$ cat src/rtl/led_seq_pkg.sv
// Shared types and constants for the LED sequencer slice.
package led_seq_pkg;

    typedef enum logic [1:0] {
        MODE_TOGGLE = 2'b00,
        MODE_CHASE  = 2'b01,
        MODE_BOUNCE = 2'b10,
        MODE_FILL   = 2'b11
    } mode_e;

    localparam logic DIR_UP   = 1'b0;
    localparam logic DIR_DOWN = 1'b1;

    // Position width: clog2 of the channel count, never narrower than one bit.
    function automatic int pos_width(input int n);
        return (n > 1) ? $clog2(n) : 1;
    endfunction

endpackage

$ cat src/rtl/led_seq_if.sv
// Control/status bundle between a host (master) and led_sequencer (slave).
// When LED_SEQ_PWM_EN is defined the bundle also carries the 4-bit duty input.
interface led_seq_if #(
    parameter int N_LEDS = 4,
    parameter int CNT_W  = 32
);
    import led_seq_pkg::*;

    localparam int POS_W = pos_width(N_LEDS);

    logic              en;
    logic [1:0]        mode;
    logic              dir;
    logic [CNT_W-1:0]  limit;
    logic              load;
`ifdef LED_SEQ_PWM_EN
    logic [3:0]        duty;
`endif
    logic [N_LEDS-1:0] leds;
    logic [POS_W-1:0]  pos;
    logic              wrap;

    modport master (
        output en, mode, dir, limit, load,
`ifdef LED_SEQ_PWM_EN
        output duty,
`endif
        input  leds, pos, wrap
    );

    modport slave (
        input  en, mode, dir, limit, load,
`ifdef LED_SEQ_PWM_EN
        input  duty,
`endif
        output leds, pos, wrap
    );

endinterface

$ cat src/rtl/led_tick_gen.sv
// Step prescaler: holds the programmable period and emits one tick every
// limit_q enabled clocks. A load or a clear restarts the count and drops
// any tick that would have fired in that cycle.
module led_tick_gen #(
    parameter int CNT_W         = 32,
    parameter int DEFAULT_LIMIT = 500_000
) (
    input  logic             clk,
    input  logic             rst,
    input  logic             en,
    input  logic             load,
    input  logic [CNT_W-1:0] limit,
    input  logic             clr,
    output logic             tick
);

    logic [CNT_W-1:0] limit_q;
    logic [CNT_W-1:0] cnt;
    logic             at_end;

    // Periods of 0 and 1 both mean "every enabled cycle".
    assign at_end = (limit_q <= CNT_W'(1)) || (cnt == limit_q - CNT_W'(1));
    assign tick   = en && at_end && !load && !clr;

    // Period register and free count; load/clear win over counting.
    always_ff @(posedge clk) begin
        if (rst) begin
            limit_q <= CNT_W'(DEFAULT_LIMIT);
            cnt     <= '0;
        end else begin
            if (load)
                limit_q <= limit;
            if (load || clr)
                cnt <= '0;
            else if (en)
                cnt <= at_end ? '0 : cnt + CNT_W'(1);
        end
    end

endmodule

$ cat src/rtl/led_sequencer.sv
// N-channel LED pattern generator (toggle / chase / bounce / fill).
// Optional build macro LED_SEQ_PWM_EN adds a 4-bit duty brightness gate.
module led_sequencer
    import led_seq_pkg::*;
#(
    parameter int N_LEDS        = 4,
    parameter int CNT_W         = 32,
    parameter int DEFAULT_LIMIT = 500_000
) (
    input logic     clk,
    input logic     rst,
    led_seq_if.slave bus
);

    localparam int POS_W = pos_width(N_LEDS);
    localparam logic [POS_W-1:0] POS_MAX = POS_W'(N_LEDS - 1);

    mode_e             mode_q;
    logic [POS_W-1:0]  pos_q, pos_nx;
    logic [N_LEDS-1:0] leds_q, leds_nx;
    logic              bdir, bdir_nx;
    logic              wrap_q, wrap_nx;
    logic              mode_chg;
    logic              tick;
    logic              at_max, at_min;
    logic [POS_W-1:0]  pos_inc, pos_dec, pos_dir;

    assign mode_chg = (mode_e'(bus.mode) != mode_q);

    led_tick_gen #(
        .CNT_W         (CNT_W),
        .DEFAULT_LIMIT (DEFAULT_LIMIT)
    ) u_tick (
        .clk   (clk),
        .rst   (rst),
        .en    (bus.en),
        .load  (bus.load),
        .limit (bus.limit),
        .clr   (mode_chg),
        .tick  (tick)
    );

    function automatic logic [N_LEDS-1:0] onehot(input logic [POS_W-1:0] p);
        return N_LEDS'(1) << p;
    endfunction

    function automatic logic [N_LEDS-1:0] fill_to(input logic [POS_W-1:0] p);
        logic [N_LEDS-1:0] f;
        for (int i = 0; i < N_LEDS; i++)
            f[i] = (i <= int'(p));
        return f;
    endfunction

    assign at_max  = (pos_q == POS_MAX);
    assign at_min  = (pos_q == '0);
    assign pos_inc = at_max ? '0 : pos_q + 1'b1;
    assign pos_dec = at_min ? POS_MAX : pos_q - 1'b1;
    assign pos_dir = (bus.dir == DIR_DOWN) ? pos_dec : pos_inc;

    // Next pattern state for a step in the current mode.
    always_comb begin
        pos_nx  = pos_q;
        leds_nx = leds_q;
        bdir_nx = bdir;
        wrap_nx = 1'b0;
        unique case (mode_q)
            MODE_TOGGLE: begin
                leds_nx = leds_q ^ onehot(pos_q);
                pos_nx  = pos_dir;
                wrap_nx = (bus.dir == DIR_DOWN) ? at_min : at_max;
            end
            MODE_CHASE: begin
                pos_nx  = pos_dir;
                leds_nx = onehot(pos_dir);
                wrap_nx = (bus.dir == DIR_DOWN) ? at_min : at_max;
            end
            MODE_BOUNCE: begin
                // Saturating move; reversal happens on arrival at an end.
                if (bdir == DIR_UP) begin
                    pos_nx  = at_max ? pos_q : pos_q + 1'b1;
                    wrap_nx = (pos_nx == POS_MAX);
                end else begin
                    pos_nx  = at_min ? pos_q : pos_q - 1'b1;
                    wrap_nx = (pos_nx == '0);
                end
                bdir_nx = wrap_nx ? ~bdir : bdir;
                leds_nx = onehot(pos_nx);
            end
            MODE_FILL: begin
                pos_nx  = pos_dir;
                leds_nx = fill_to(pos_dir);
                wrap_nx = (bus.dir == DIR_DOWN) ? at_min : at_max;
            end
            default: ;
        endcase
    end

    // Pattern registers: mode change restarts the pattern, else step on tick.
    always_ff @(posedge clk) begin
        if (rst) begin
            mode_q <= mode_e'(bus.mode);
            pos_q  <= '0;
            leds_q <= '0;
            bdir   <= DIR_UP;
            wrap_q <= 1'b0;
        end else if (mode_chg) begin
            mode_q <= mode_e'(bus.mode);
            pos_q  <= '0;
            leds_q <= '0;
            bdir   <= DIR_UP;
            wrap_q <= 1'b0;
        end else if (tick) begin
            pos_q  <= pos_nx;
            leds_q <= leds_nx;
            bdir   <= bdir_nx;
            wrap_q <= wrap_nx;
        end else begin
            wrap_q <= 1'b0;
        end
    end

`ifdef LED_SEQ_PWM_EN
    logic [3:0] pwm_cnt;

    // Free-running brightness counter, independent of en.
    always_ff @(posedge clk) begin
        if (rst)
            pwm_cnt <= '0;
        else
            pwm_cnt <= pwm_cnt + 4'd1;
    end

    assign bus.leds = leds_q & {N_LEDS{pwm_cnt < bus.duty}};
`else
    assign bus.leds = leds_q;
`endif

    assign bus.pos  = pos_q;
    assign bus.wrap = wrap_q;

endmodule

$ cat src/flat_wrapper.sv
// flat-port wrapper written by rule: the top's interface ports become plain ports
module led_sequencer_flat import led_seq_pkg::*;
#(
    parameter int N_LEDS        = 4,
    parameter int CNT_W         = 32,
    parameter int DEFAULT_LIMIT = 500_000
)
  (clk, rst, bus_en, bus_mode, bus_dir, bus_limit, bus_load, bus_leds, bus_pos, bus_wrap);
  led_seq_if #(.N_LEDS(N_LEDS), .CNT_W(CNT_W)) bus_i ();
  input logic clk;
  input logic rst;
  input wire logic [$bits(bus_i.en)-1:0] bus_en;
  input wire logic [$bits(bus_i.mode)-1:0] bus_mode;
  input wire logic [$bits(bus_i.dir)-1:0] bus_dir;
  input wire logic [$bits(bus_i.limit)-1:0] bus_limit;
  input wire logic [$bits(bus_i.load)-1:0] bus_load;
  output wire logic [$bits(bus_i.leds)-1:0] bus_leds;
  output wire logic [$bits(bus_i.pos)-1:0] bus_pos;
  output wire logic [$bits(bus_i.wrap)-1:0] bus_wrap;
  assign bus_i.en = bus_en;
  assign bus_i.mode = bus_mode;
  assign bus_i.dir = bus_dir;
  assign bus_i.limit = bus_limit;
  assign bus_i.load = bus_load;
  assign bus_leds = bus_i.leds;
  assign bus_pos = bus_i.pos;
  assign bus_wrap = bus_i.wrap;
  led_sequencer #(.N_LEDS(N_LEDS), .CNT_W(CNT_W), .DEFAULT_LIMIT(DEFAULT_LIMIT)) u_core (.clk(clk), .rst(rst), .bus(bus_i));
endmodule
$ cat config.mk
export PLATFORM = sky130hd
export DESIGN_NAME = led_sequencer_flat
export DESIGN_NICKNAME = d
export VERILOG_FILES = /design/src/rtl/led_seq_pkg.sv /design/src/rtl/led_seq_if.sv /design/src/rtl/led_tick_gen.sv /design/src/rtl/led_sequencer.sv /design/src/flat_wrapper.sv
export SDC_FILE = /design/constraint.sdc
export NUM_CORES = 1
export LEC_CHECK = 0
export ABC_AREA = 1
export CAP_MARGIN = 20
export CORE_UTILIZATION = 58
export CTS_CLUSTER_SIZE = 20
export DETAILED_ROUTE_END_ITERATION = 6
export PLACE_DENSITY = 0.85
export SETUP_SLACK_MARGIN = 0.4
export SYNTH_ARGS = -nofsm -noshare
export SYNTH_HDL_FRONTEND = slang
export SYNTH_HIERARCHICAL = 1
export SYNTH_SLANG_ARGS = --single-unit
$ cat constraint.sdc
create_clock -name clk -period 3.2 [get_ports clk]
set_input_delay 0.32 -clock clk [delete_from_list [all_inputs] [get_ports clk]]
set_output_delay 0.32 -clock clk [all_outputs]
set_load 0.05 [all_outputs]
==> reports/qor.txt, run 1 <==
Setup crit start - u_core/u_tick/limit_q[6]
Synth Area per Inst - 6.45 µm²
met1 Track Usage GR - 40.2%
Clock Path Buffers - 2
initial antenna violation count - 0
Vias/cell - 5.42
Initial Util - 59.9%
die area - 8860 µm²
Ports - 46
Critical Path RT - 3.45 ns
Worst Hold Margin - 0.502 ns
Non-Filler Instances - 923
R2R cell count - 17
CP Class - flop to flop
arrival time worst endpoint - 2.90 ns
Num CTS Buffers - 9
hold path startpoint - u_core/bus.leds[1]
CTS tree - yes
Final Core Density - 70.2%
register area share after synthesis - 30.5%
Hold Vio Cnt, Final - 0
total grt overflow - 0
PwrDens - 367 nW/µm²
placed inst area - 5460 µm²
routing usage on met2 - 54.5%
initial drt markers - 336
RR Startpoint - u_core/u_tick/limit_q[6]
Max-slew headroom - 41.7%
Crit path top cell by count - nand2_1
Peak supply drop - 0.288 mV
Syn Inst Count - 763
Buf+Inv Stages, Crit Path - 1
Final period util - 83.0%
DR DRC count - 0
Detailed Routing Iterations Pass 1 - 5
gr busiest metal - met2
clk_lat worst skew - 0.36 ns
largest stage delay on the critical path - 0.37 ns
worst-path fanout max - 8
vias in the first global route - 4814
unrepaired setup endpoints after global routing - false
Worst Tran Pin Value - 0.874 ns
DP HPWL - 10500 µm
syn_nets - 816
worst hold-check path type - flop to flop
Worst path slowest cell - dfxtp_1
Slew Limit Fails - 0
H-tree Lvls - 3
layout cells sized above 1 - 10.4%
ys flop type - dfxtp_1
Synth top area share - 29.3%
Clock transition at path regs - 0.08 ns
synth top area cells - dfxtp_1 29%, nand2_1 15%, nor2_1 11%
Pleak - 2.43 nW
Die X - 94.1 µm
Layout area overhead - 17.2%
# rows - 33
status - finished, final reports clean
Via Count - 5006
fmax - 0.377 GHz
Synth Register Bits - 74
fin nets - 866
Routed WL - 13600 µm
port bufs - 45
register area - 1500 µm²
post-synth top area cell - dfxtp_1
antenna cell count - 0
post-route ant nets - 0
met3 Usage GRT - 6.88%
Startpoint Class - flop
routed len/inst - 14.7 µm
largest net degree at the start of global routing - 33
Setup crit end kind - flop
Chip Height - 94.1 µm
placed cells - 904
Post-Syn Area - 4920 µm²
Setup TNS - 0 ns
total track usage - 32.2%
clk sinks - 74
fill count - 732
synth cell count leaders - 196 x nand2_1, 145 x nor2_1, 80 x inv_1
R2R Setup Slk - 0.55 ns
Final Instance Area - 5770 µm²
ys async rst share - 0%
Root Buffer - clkbuf_8
Hold Crit Depth - 2
worst clock skew - 0.00992 ns
CP top delay family - simple AND/OR/NAND/NOR gates
final setup fails - 0
r2r endpoint - u_core/bdir
core box area - 8220 µm²
maxcap violations - 0
Yosys warning count - 6
Post-synth EDFFs - 2
hold path endpoint - u_core/bus.leds[1]
RePlAce Congestion - 0.980
count leader, synth - nand2_1
crit path time final - 2.65 ns
first-pass GRT wire length - 22000 µm
Multi-input gate area - 3080 µm²
Distinct cells, synth - 35
crit-path cells - nor2_2, nand2_1, nor2_4, nand2_2, o21bai_1, nand2_1, nor2_1, nand2_1, nor2_2, nand3_1, o21bai_1, nand2_2, nor2_4, buf_4, nand3_1, nand2_1, a21oi_1
==> worst register-to-register path: cells and delay by family, from the launching register on <==
| family | cells | cell delay [ns] |
|---|---|---|
| simple gates | 13 | 1.60 |
| compound gates | 3 | 0.43 |
| flops | 1 | 0.37 |
| buf+inv | 1 | 0.14 |
==> report_power, final <==
| part | internal (mW) | switching (mW) |
|---|---|---|
| sequential | 0.956 | 0.0410 |
| combinational | 0.139 | 0.193 |
| clock | 0.411 | 0.380 |
==> what timing repair did <==
action	4_1_cts	5_1_grt
hold buffers	0	0
setup endpoints to repair	7	40
buffers inserted	0	3
pin swaps	0	4
gates resized for setup	2	24
==> per-layer routing <==
layer / vias to the layer above / routed length, µm / part of all wire (%)
met2: 207 / 6190 / 46
li1: 2488 / - / -
met3: 31 / 935 / 6.9
met4: 0 / 341 / 2.5
met1: 2280 / 6100 / 45
met5: - / 0 / 0
==> layout by cell type, fill, tap and decap left out, drive strengths merged <==
master	Yosys	layout
ha	14	14
and2	1	1
nor3	9	9
xor2	30	30
clkdlybuf4s50	0	45
a211oi	1	1
o21ai	47	47
a22o	1	1
nand2	206	206
mux2i	1	1
xnor2	25	25
nand3b	7	7
buf	5	8
nand4	12	12
edfxtp	2	2
nor2	157	157
or2	2	2
nand3	42	42
dfxtp	72	72
a21oi	25	25
o22ai	2	2
nor4	3	3
clkinvlp	0	1
bufinv	0	1
o21bai	2	2
clkbuf	9	11
inv	88	89
clkinv	0	2
==> through the flow <==
stage / worst slack (ns) / power [mW]
4_1_cts: 0.399 / 2.11
2_1_floorplan: 0.809 / 1.22
3_5_place_dp: 0.248 / 1.33
6_report: 0.545 / 2.12
5_1_grt: 0.323 / 2.20
3_3_place_gp: 0.377 / 1.32
==> sequential cells by signal (all words and copies together), names as in the netlist <==
register,count
u_core/mode_q,2
u_core/bus.pos,2
u_core/u_tick/cnt,32
u_core/bdir,1
u_core/u_tick/limit_q,32
u_core/bus.leds,4
u_core/bus.wrap,1
==> cell type report <==
class | count | area share (%)
Timing Repair Buffer | 53 | 8.84
Sequential cell | 74 | 26.0
Tap cell | 105 | 2.28
Clock inverter | 5 | 1.04
Clock buffer | 11 | 2.64
Multi-Input combinational cell | 587 | 53.4
Inverter | 88 | 5.72
==> worst max path at each step <==
stage,to,cells past startpoint
5_1_grt,u_core/bdir,18
2_1_floorplan,u_core/bus.pos[1],18
6_report,u_core/bdir,17
3_3_place_gp,u_core/bus.wrap,15
3_5_place_dp,u_core/bus.wrap,16
4_1_cts,u_core/u_tick/cnt[22],15
==> logic make-up (layout without fill, tap and decap cells) <==
logic type	count (synthesis)	count (layout)	synth area share [%]
and+or+nand+nor	439	439	39.4
buffers and inverters	102	157	8.38
AOI/OAI and AO/OA	78	78	8.21
DFF	74	74	30.5
xor gates and xnor gates	55	55	9.78
adders and majority gates	14	14	3.56
muxes	1	1	0.203
Note: power is estimated with default switching activity, not from simulation.
==> run 2: changes to the inputs <==
--- a/config.mk
+++ b/config.mk
@@ -7,10 +7,10 @@
 export LEC_CHECK = 0
 export ABC_AREA = 1
 export CAP_MARGIN = 20
-export CORE_UTILIZATION = 58
+export CORE_UTILIZATION = 53
 export CTS_CLUSTER_SIZE = 20
 export DETAILED_ROUTE_END_ITERATION = 6
-export PLACE_DENSITY = 0.85
+export PLACE_DENSITY = 0.82
 export SETUP_SLACK_MARGIN = 0.4
 export SYNTH_ARGS = -nofsm -noshare
 export SYNTH_HDL_FRONTEND = slang
==> constraint.sdc (replaced) <==
create_clock -name clk -period 2.4 [get_ports clk]
set_input_delay 0.24 -clock clk [delete_from_list [all_inputs] [get_ports clk]]
set_output_delay 0.24 -clock clk [all_outputs]
set_load 0.05 [all_outputs]
==> reports/qor.txt, run 2 (synthesis gave the netlist of run 1 again) <==
placed cells - 954 (+5.5%)
gr busiest metal - met2
# rows - 34 (+3.0%)
total grt overflow - 0 (unchanged)
commonest cells after routing, fill and taps aside - 190 x nand2_1, 124 x nor2_1, 76 x inv_1, 64 x dfxtp_1, 49 x buf_4
die area - 9680 µm² (+9.2%)
Via Count - 5110 (+2.1%)
Ports - 46 (unchanged)
Detailed Routing Iterations Pass 1 - 7 (+2)
violations in the final reports - setup timing
Worst path slowest cell - dfxtp_1
Final Instance Area - 6340 µm² (+9.8%)
Pleak - 2.71 nW (+11%)
commonest non-fill, non-tap cell in the layout - nand2_1
Hold Crit Depth - 3 (+1)
Buf+Inv Stages, Crit Path - 1 (unchanged)
Die X - 98.4 µm (+4.5%)
clk_lat worst skew - 0.36 ns (about the same)
Peak supply drop - 0.336 mV (+17%)
port bufs - 45 (unchanged)
Chip Height - 98.4 µm (+4.5%)
placed inst area - 5850 µm² (+7.2%)
layout cells sized above 1 - 18.2% (+7.8 points)
arrival time worst endpoint - 2.79 ns (-0.11 ns)
Clock Path Buffers - 2 (unchanged)
H-tree Lvls - 3 (unchanged)
worst-path fanout max - 5 (-3)
crit-path cells - nor2_2, nand2_2, nor2_4, nand2_2, o21bai_1, nand2_1, nor2_1, nand2_1, nor2_1, nand3_1, o21bai_2, nand2_2, nor2_4, buf_6, a22o_1, nand2_1, a21oi_1
antenna cell count - 0 (unchanged)
routed len/inst - 13.6 µm (-7.3%)
unrepaired setup endpoints after global routing - true
Routed WL - 13300 µm (-2.1%)
largest net degree at the start of global routing - 32 (-3.0%)
worst hold-check path type - input pin to flop
initial drt markers - 226 (-33%)
PwrDens - 483 nW/µm² (+31%)
RR Startpoint - u_core/u_tick/limit_q[4]
final setup fails - 39 (+39)
clk sinks - 74 (unchanged)
Initial Util - 55.7% (-4.3 points)
Multi-input gate area - 3170 µm² (+2.6%)
routing usage on met2 - 53.4% (-1.2 points)
total track usage - 28.4% (-3.8 points)
initial antenna violation count - 0 (unchanged)
Clock transition at path regs - 0.08 ns (about the same)
Vias/cell - 5.24 (-3.4%)
register area - 1510 µm² (+0.58%)
post-route ant nets - 0 (unchanged)
CTS tree - yes
Max-slew headroom - 48.9% (+7.2 points)
worst clock skew - 0.0132 ns (+0.00330 ns)
hold path startpoint - bus_limit[18]
fin nets - 915 (+5.7%)
Worst Tran Pin Value - 0.761 ns (-0.113 ns)
Final period util - 104% (+22 points)
Critical Path RT - 2.69 ns (-0.76 ns)
met1 Track Usage GR - 31.8% (-8.4 points)
first-pass GRT wire length - 22100 µm (+0.34%)
CP Class - flop to flop
cts hold-fix bufs - 0 (unchanged)
Setup TNS - -1.81 ns (-1.81 ns)
crit path time final - 2.51 ns (-0.148 ns)
fmax - 0.399 GHz (+5.9%)
Layout area overhead - 28.7%
Non-Filler Instances - 975 (+5.6%)
status - finished, violations left
RePlAce Congestion - 0.986 (+0.61%)
Root Buffer - clkbuf_8
Final Core Density - 71.6% (+1.4 points)
cell depth of the worst setup path - 17 (unchanged)
Num CTS Buffers - 9 (unchanged)
Hold Vio Cnt, Final - 0 (unchanged)
met3 Usage GRT - 4.65% (-2.2 points)
DR DRC count - 0 (unchanged)
Setup crit start - u_core/u_tick/limit_q[4]
vias in the first global route - 5002 (+3.9%)
CP top delay family - simple AND/OR/NAND/NOR gates
core box area - 8850 µm² (+7.7%)
maxcap violations - 0 (unchanged)
Slew Limit Fails - 0 (unchanged)
postcts setup bufs - 0 (unchanged)
fill count - 742 (+1.4%)
Startpoint Class - flop
DP HPWL - 9890 µm (-5.9%)
Place WS - -0.153 ns (-0.401 ns)
R2R cell count - 17 (unchanged)
Worst Slack Setup Final - -0.107 ns (-0.652 ns)
largest stage delay on the critical path - 0.34 ns (-0.03 ns)
Setup crit end kind - flop
-- run 2: cell types whose count changed in the layout (fill, tap and decap cells not counted), sizes merged --
cell      previous run  this run
buf                  8        54
bufinv               1         2
clkbuf              11        15
clkinv               2         0
clkinvlp             1         0
nor2               157       158
-- run 2: stage by stage --
| stage | hold WS, ns | power (mW) |
|---|---|---|
| 2_1_floorplan | 0.339 | 1.63 |
| 3_3_place_gp | 0.485 | 1.83 |
| 4_1_cts | 0.447 | 3.04 |
| 5_1_grt | 0.467 | 3.19 |
| 6_report | 0.454 | 3.06 |
| 3_5_place_dp | 0.495 | 1.84 |
-- run 2: worst register-to-register path, cell delays in order, from the launching register on --
cell and delay (ns):
dfxtp_1 0.34, nor2_2 0.18, nand2_2 0.12, nor2_4 0.21, nand2_2 0.11, o21bai_1 0.13, nand2_1 0.11, nor2_1 0.10
nand2_1 0.07, nor2_1 0.12, nand3_1 0.09, o21bai_2 0.20, nand2_2 0.11, nor2_4 0.13, buf_6 0.13, a22o_1 0.12
nand2_1 0.06, a21oi_1 0.12
-- run 2: layout make-up --
class | instances | share of cell area, %
Clock buffer | 13 | 2.84
Clock inverter | 3 | 1.05
Inverter | 88 | 5.29
Multi-Input combinational cell | 588 | 50.0
Sequential cell | 74 | 23.8
Tap cell | 108 | 2.13
Timing Repair Buffer | 101 | 14.9
-- run 2: worst paths after layout --
check | end | slack [ns]
worst max-delay path | u_core/bus.leds[2] | -0.11
worst min-delay path | u_core/u_tick/limit_q[18] | 0.45
worst max register to register | u_core/bus.leds[2] | -0.11
worst min register to register | u_core/bus.leds[1] | 0.50
-- run 2: layer usage --
layer | wire length, µm | share of wire [%]
met4 | 320 | 2.4
met5 | 0 | 0
met3 | 596 | 4.5
met2 | 6780 | 51
met1 | 5590 | 42
-- run 2: repair_timing --
item | 4_1_cts | 5_1_grt
cloned | 3 | 2
pin swaps | 6 | 17
endpoints found under the setup margin | 40 | 40
resized for setup | 17 | 35
-- run 2: power breakdown --
group	total (mW)	switching, mW	internal [mW]
Combinational	0.543	0.284	0.259
Sequential	1.33	0.0540	1.28
Clock	1.19	0.478	0.707
